<file path="src/rtl/counter_slot_arbiter.sv">
// counter_slot_arbiter: grants a shared slot counter to one requester at a time.
// Optional round-robin arbitration: define COUNTER_SLOT_ARB_ROUND_ROBIN_EN
// (otherwise fixed priority, lowest index wins).
module counter_slot_arbiter #(
    parameter int N_REQ = 4,
    parameter int CNT_W = 4
) (
    input  logic                     clk,
    input  logic                     rst_n,
    input  logic [N_REQ-1:0]         req,
    input  logic [N_REQ*CNT_W-1:0]   req_len,
    input  logic                     abort,
    output logic [N_REQ-1:0]         grant,
    output logic [$clog2(N_REQ)-1:0] owner,
    output logic                     busy,
    output logic [CNT_W-1:0]         count_out,
    output logic                     done
);

    localparam int OW = $clog2(N_REQ);

    typedef enum logic {IDLE, RUN} state_t;

    state_t           state, state_nx;
    logic [N_REQ-1:0] grant_nx;
    logic [OW-1:0]    owner_nx;
    logic [CNT_W-1:0] count_nx;
    logic [CNT_W-1:0] slot_len, slot_len_nx;
    logic [OW-1:0]    win;
    logic             any_req;
    logic             last;
    logic             arb;

`ifdef COUNTER_SLOT_ARB_ROUND_ROBIN_EN
    logic [OW-1:0] ptr, ptr_nx;
    logic          found;
    int            idx;

    // Round-robin pick: first requester at or after the pointer, wrapping
    always_comb begin
        win   = '0;
        found = 1'b0;
        idx   = 0;
        for (int k = 0; k < N_REQ; k++) begin
            idx = (int'(ptr) + k) % N_REQ;
            if (!found && req[idx]) begin
                win   = OW'(idx);
                found = 1'b1;
            end
        end
    end
`else
    // Fixed-priority pick: lowest requesting index wins
    always_comb begin
        win = '0;
        for (int i = N_REQ - 1; i >= 0; i--)
            if (req[i]) win = OW'(i);
    end
`endif

    assign any_req = |req;
    assign last    = (count_out == slot_len);
    assign busy    = (state == RUN);
    assign done    = (state == RUN) && last;

    // Next-state: arbitrate from IDLE or on a clean final cycle, else count or abort
    always_comb begin
        state_nx    = state;
        grant_nx    = grant;
        owner_nx    = owner;
        count_nx    = count_out;
        slot_len_nx = slot_len;
        arb         = 1'b0;
`ifdef COUNTER_SLOT_ARB_ROUND_ROBIN_EN
        ptr_nx      = ptr;
`endif
        if (state == IDLE) begin
            arb = any_req;
        end else if (abort || (last && !any_req)) begin
            state_nx    = IDLE;
            grant_nx    = '0;
            owner_nx    = '0;
            count_nx    = '0;
            slot_len_nx = '0;
        end else if (last) begin
            arb = 1'b1;
        end else begin
            count_nx = count_out + CNT_W'(1);
        end
        if (arb) begin
            state_nx    = RUN;
            grant_nx    = N_REQ'(1) << win;
            owner_nx    = win;
            count_nx    = '0;
            slot_len_nx = req_len[win*CNT_W +: CNT_W];
`ifdef COUNTER_SLOT_ARB_ROUND_ROBIN_EN
            ptr_nx      = (win == OW'(N_REQ - 1)) ? '0 : win + OW'(1);
`endif
        end
    end

    // State and output registers
    always_ff @(posedge clk or negedge rst_n) begin
        if (!rst_n) begin
            state     <= IDLE;
            grant     <= '0;
            owner     <= '0;
            count_out <= '0;
            slot_len  <= '0;
        end else begin
            state     <= state_nx;
            grant     <= grant_nx;
            owner     <= owner_nx;
            count_out <= count_nx;
            slot_len  <= slot_len_nx;
        end
    end

`ifdef COUNTER_SLOT_ARB_ROUND_ROBIN_EN
    // Round-robin pointer, advanced only when a grant is issued
    always_ff @(posedge clk or negedge rst_n) begin
        if (!rst_n) ptr <= '0;
        else        ptr <= ptr_nx;
    end
`endif

endmodule
</file>
<file path="config.mk">
export PLATFORM = sky130hd
export DESIGN_NAME = counter_slot_arbiter
export DESIGN_NICKNAME = d
export VERILOG_FILES = /design/src/rtl/counter_slot_arbiter.sv
export SDC_FILE = /design/constraint.sdc
export NUM_CORES = 1
export LEC_CHECK = 0
export CAP_MARGIN = 20
export CORE_MARGIN = 10
export CORE_UTILIZATION = 44
export CTS_CLUSTER_SIZE = 16
export DETAILED_ROUTE_END_ITERATION = 8
export HOLD_SLACK_MARGIN = 0.12
export PLACE_DENSITY = 0.82
export SYNTH_ARGS = -nofsm -noshare
export SYNTH_HDL_FRONTEND = slang
export SYNTH_SLANG_ARGS = --single-unit
export TNS_END_PERCENT = 20
</file>
<file path="constraint.sdc">
create_clock -name clk -period 3.6 [get_ports clk]
set_input_delay 0.36 -clock clk [delete_from_list [all_inputs] [get_ports clk]]
set_output_delay 0.36 -clock clk [all_outputs]
set_load 0.005 [all_outputs]
</file>
==> metrics.md <==
| Metric | Value |
|---|---|
| R2R depth | `4` |
| P per Cell Area | `428 nW/um^2` |
| Post-CTS Setup Inserts | `0` |
| Dpl cells | `129` |
| Hpwl dp | `1.75 mm` |
| TNS Setup | `0 ps` |
| CTS max path bufs | `2` |
| Comb power frac | `0.393` |
| Status | `finished, final reports clean` |
| Fin crit share | `0.683` |
| DR iter-0 viols | `14` |
| Min cycle time layout | `2460 ps` |
| Mux share of post-synthesis cell area | `0` |
| Core footprint | `1760 sq um` |
| Final Core Density | `0.691` |
| Post-Syn Area | `831 sq um` |
| Most common cell after layout, fill and taps aside | `clkdlybuf4s50_1` |
| Max-cap viol count | `0` |
| Post-route ant nets | `0` |
| Synth Area in Simple Gates | `0.134` |
| Largest net degree at the start of global routing | `16` |
| Largest family of logic cells by synthesized area | `compound AO/OA/AOI/OAI gates` |
| Register share of total power | `0.431` |
| Number of synthesized register bits | `15` |
| Area Growth Syn to Fin | `46.8%` |
| Gr usage total | `0.108` |
| Setup violations, final | `0` |
| Least-Margin Pin Slew | `631 ps` |
| Worst r2r src | `count_out[0]` |
| Rows | `15` |
| Internal | `355 uW` |
| First-pass GRT wire length | `3.57 mm` |
| Fin. max-slew vios | `0` |
| Ant diodes | `0` |
| Setup crit start kind | `flop` |
| Worst clock skew | `6.98 ps` |
| Critical Path End Type | `primary output` |
| Post-Synth XOR/XNOR Area | `0.0527` |
| Setup slack, reg-to-reg | `1750 ps` |
| Synth Instances | `72` |
| Worst skew pair latency | `270 ps` |
| Relative slew slack | `0.578` |
| Hold_buf cts | `0` |
| Clk root buf | `clkbuf_4` |
| Netlist cell types | `26` |
| DR pass1 iterations | `4` |
| Drt drc | `0` |
| Vias/cell | `5.49` |
| Hold_ws | `469 ps` |
| Worst path arrival time | `2100 ps` |
| Crit path cell chain | `xor2_1, or4_4, nor2_1, clkdlybuf4s50_1` |
| P_sw | `166 uW` |
| Port bufs | `34` |
| Leak | `0.517 nW` |
| Hold WC Path Type | `primary input to async pin` |
| Fin cells | `133` |
| Sequential share of the synthesized area | `0.452` |
| Routed len/inst | `15.7 um` |
| Layout net count | `133` |
| Vias in the first global route | `790` |
| Yosys warnings | `0` |
| Placer congestion estimate | `0.833` |
| Initial Util | `0.471` |
| Stages on worst setup path | `4` |
| Required @ worst endpoint | `3240 ps` |
| Clock slew at reported path FFs | `90 ps` |
| FILL cells | `143` |
| Sw frac | `0.319` |
| Post-CTS resize count | `0` |
| RSZ-0062 raised after global routing | `no` |
| Layout cell share with drive strength beyond 1 | `0.102` |
| Kind of critical path | `flop to primary output` |
| CP bufs+invs | `1` |
| Routed WL | `2.08 mm` |
| Post-Syn Area per Cell | `11.5 sq um` |
| Most frequent cells in the layout | `clkdlybuf4s50_1 (34), dfrtp_1 (15), a32o_1 (9)` |
| Chip height | `63.5 um` |
| Net Count, Synth | `96` |
| Clock network power share | `0.176` |
| Max Freq | `0.407 GHz` |
| CTS tree | `done` |
| Seq. cell area | `375 sq um` |
| Die footprint | `4030 sq um` |
| Clock sinks | `15` |
| GRT Residual Overflow | `0` |
| Synth Area in Compound Gates | `0.330` |
| Fin. Hold Viols | `0` |
| Adder-cell share of the synthesized area | `0.0151` |
| Antenna violations before repair | `0` |
| Max IR drop VDD | `227 uV` |
| Multi-input logic area | `442 sq um` |
| Worst Path Max Fanout | `6` |
| I/O Pins | `35` |
| H-tree depth | `1` |
| Cts bufs inserted | `3` |
| CP max stage delay | `570 ps` |
| Slowest-stage cell, CP | `or4_4` |
| Worst R2R End | `grant[1]` |
| Die Wd | `63.5 um` |
| Vias | `730` |
| Delay-heaviest family, CP | `simple AND/OR/NAND/NOR gates` |
==> cell families (layout without fill, tap and decap cells) <==
family,Yosys count,count (layout)
AO/OA/AOI/OAI,29,29
flip-flops,15,15
AND/OR/NAND/NOR,19,19
XOR/XNOR,5,5
buffers and inverters,3,39
adder cells (fa/ha/maj),1,1
==> area by class of cell <==
type | instances | area share
multi-input combinational | 54 | 0.362
sequential | 15 | 0.308
timing repair buffer | 34 | 0.279
tap | 25 | 0.0256
clock buffer | 3 | 0.0185
clock inverter | 1 | 0.00410
inverter | 1 | 0.00308
==> per-layer routing <==
layer / share of wire / wire length (um) / up-vias / track usage
li1: - / - / 358 / -
met1: 0.43 / 889 / 341 / 0.114
met2: 0.45 / 929 / 29 / 0.168
met3: 0.12 / 254 / 2 / 0.0671
met4: 0.0048 / 10 / 0 / 0.0410
met5: 0 / 0 / - / 0
==> Yosys cell counts <==
cell type  number  area, sq um
inv_1           1         3.75
and2_1          4         25.0
a21oi_1         2         10.0
nand2_1         2         7.51
nor4b_1         1         8.76
nor2_1          4         15.0
or4_1           1         7.51
dfrtp_1        15          375
buf_2           2         10.0
xor2_1          5         43.8
a22o_2          1         10.0
a21o_1          1         7.51
ha_1            1         12.5
or2_2           1         6.26
o21ai_0         2         10.0
o21bai_1        1         7.51
nand3_1         1         5.00
nor2b_1         3         18.8
o21ai_4         2         32.5
or4_4           1         11.3
a22o_1          5         43.8
a32o_1          9         90.1
nor2_2          1         6.26
o41ai_2         1         16.3
a221o_1         4         40.0
o22ai_1         1         6.26
==> state kept, by name, summed over array words and instances (netlist names) <==
| name | count |
|---|---|
| busy | 1 |
| owner | 2 |
| slot_len | 4 |
| count_out | 4 |
| grant | 4 |
==> how the worst max path moves through the flow <==
| stage | start | end | slack [ps] |
|---|---|---|---|
| after floorplan | count_out[1] | grant[1] | 1920 |
| after global placement | req[2] | count_out[2] | 1390 |
| after detailed placement | req[2] | count_out[2] | 1340 |
| after CTS | count_out[0] | done | 1110 |
| after global routing | count_out[0] | done | 1000 |
| final | count_out[0] | done | 1140 |
==> power groups by stage <==
stage               logic, mW  clock network, mW  registers, mW
detailed placement      0.208                  0          0.229
global placement        0.203                  0          0.228
global route            0.224              0.107          0.230
CTS                     0.208             0.0963          0.225
finish                  0.205             0.0921          0.225
floorplan               0.115                  0          0.222
==> worst reg2reg max path, stage by stage (launching register included) <==
cell     delay, ps
dfrtp_1        450
xor2_1         190
o41ai_2        620
o21ai_4        210
a22o_1         270
==> through the flow <==
stage | setup slack, ps | area (sq um) | total power, mW
after global routing | 1000 | 1220 | 0.562
after detailed placement | 1340 | 1190 | 0.437
after floorplan | 1920 | 831 | 0.337
after global placement | 1390 | 1190 | 0.431
final | 1140 | 1220 | 0.522
after CTS | 1110 | 1220 | 0.530
Note: power is estimated with default switching activity, not from simulation.
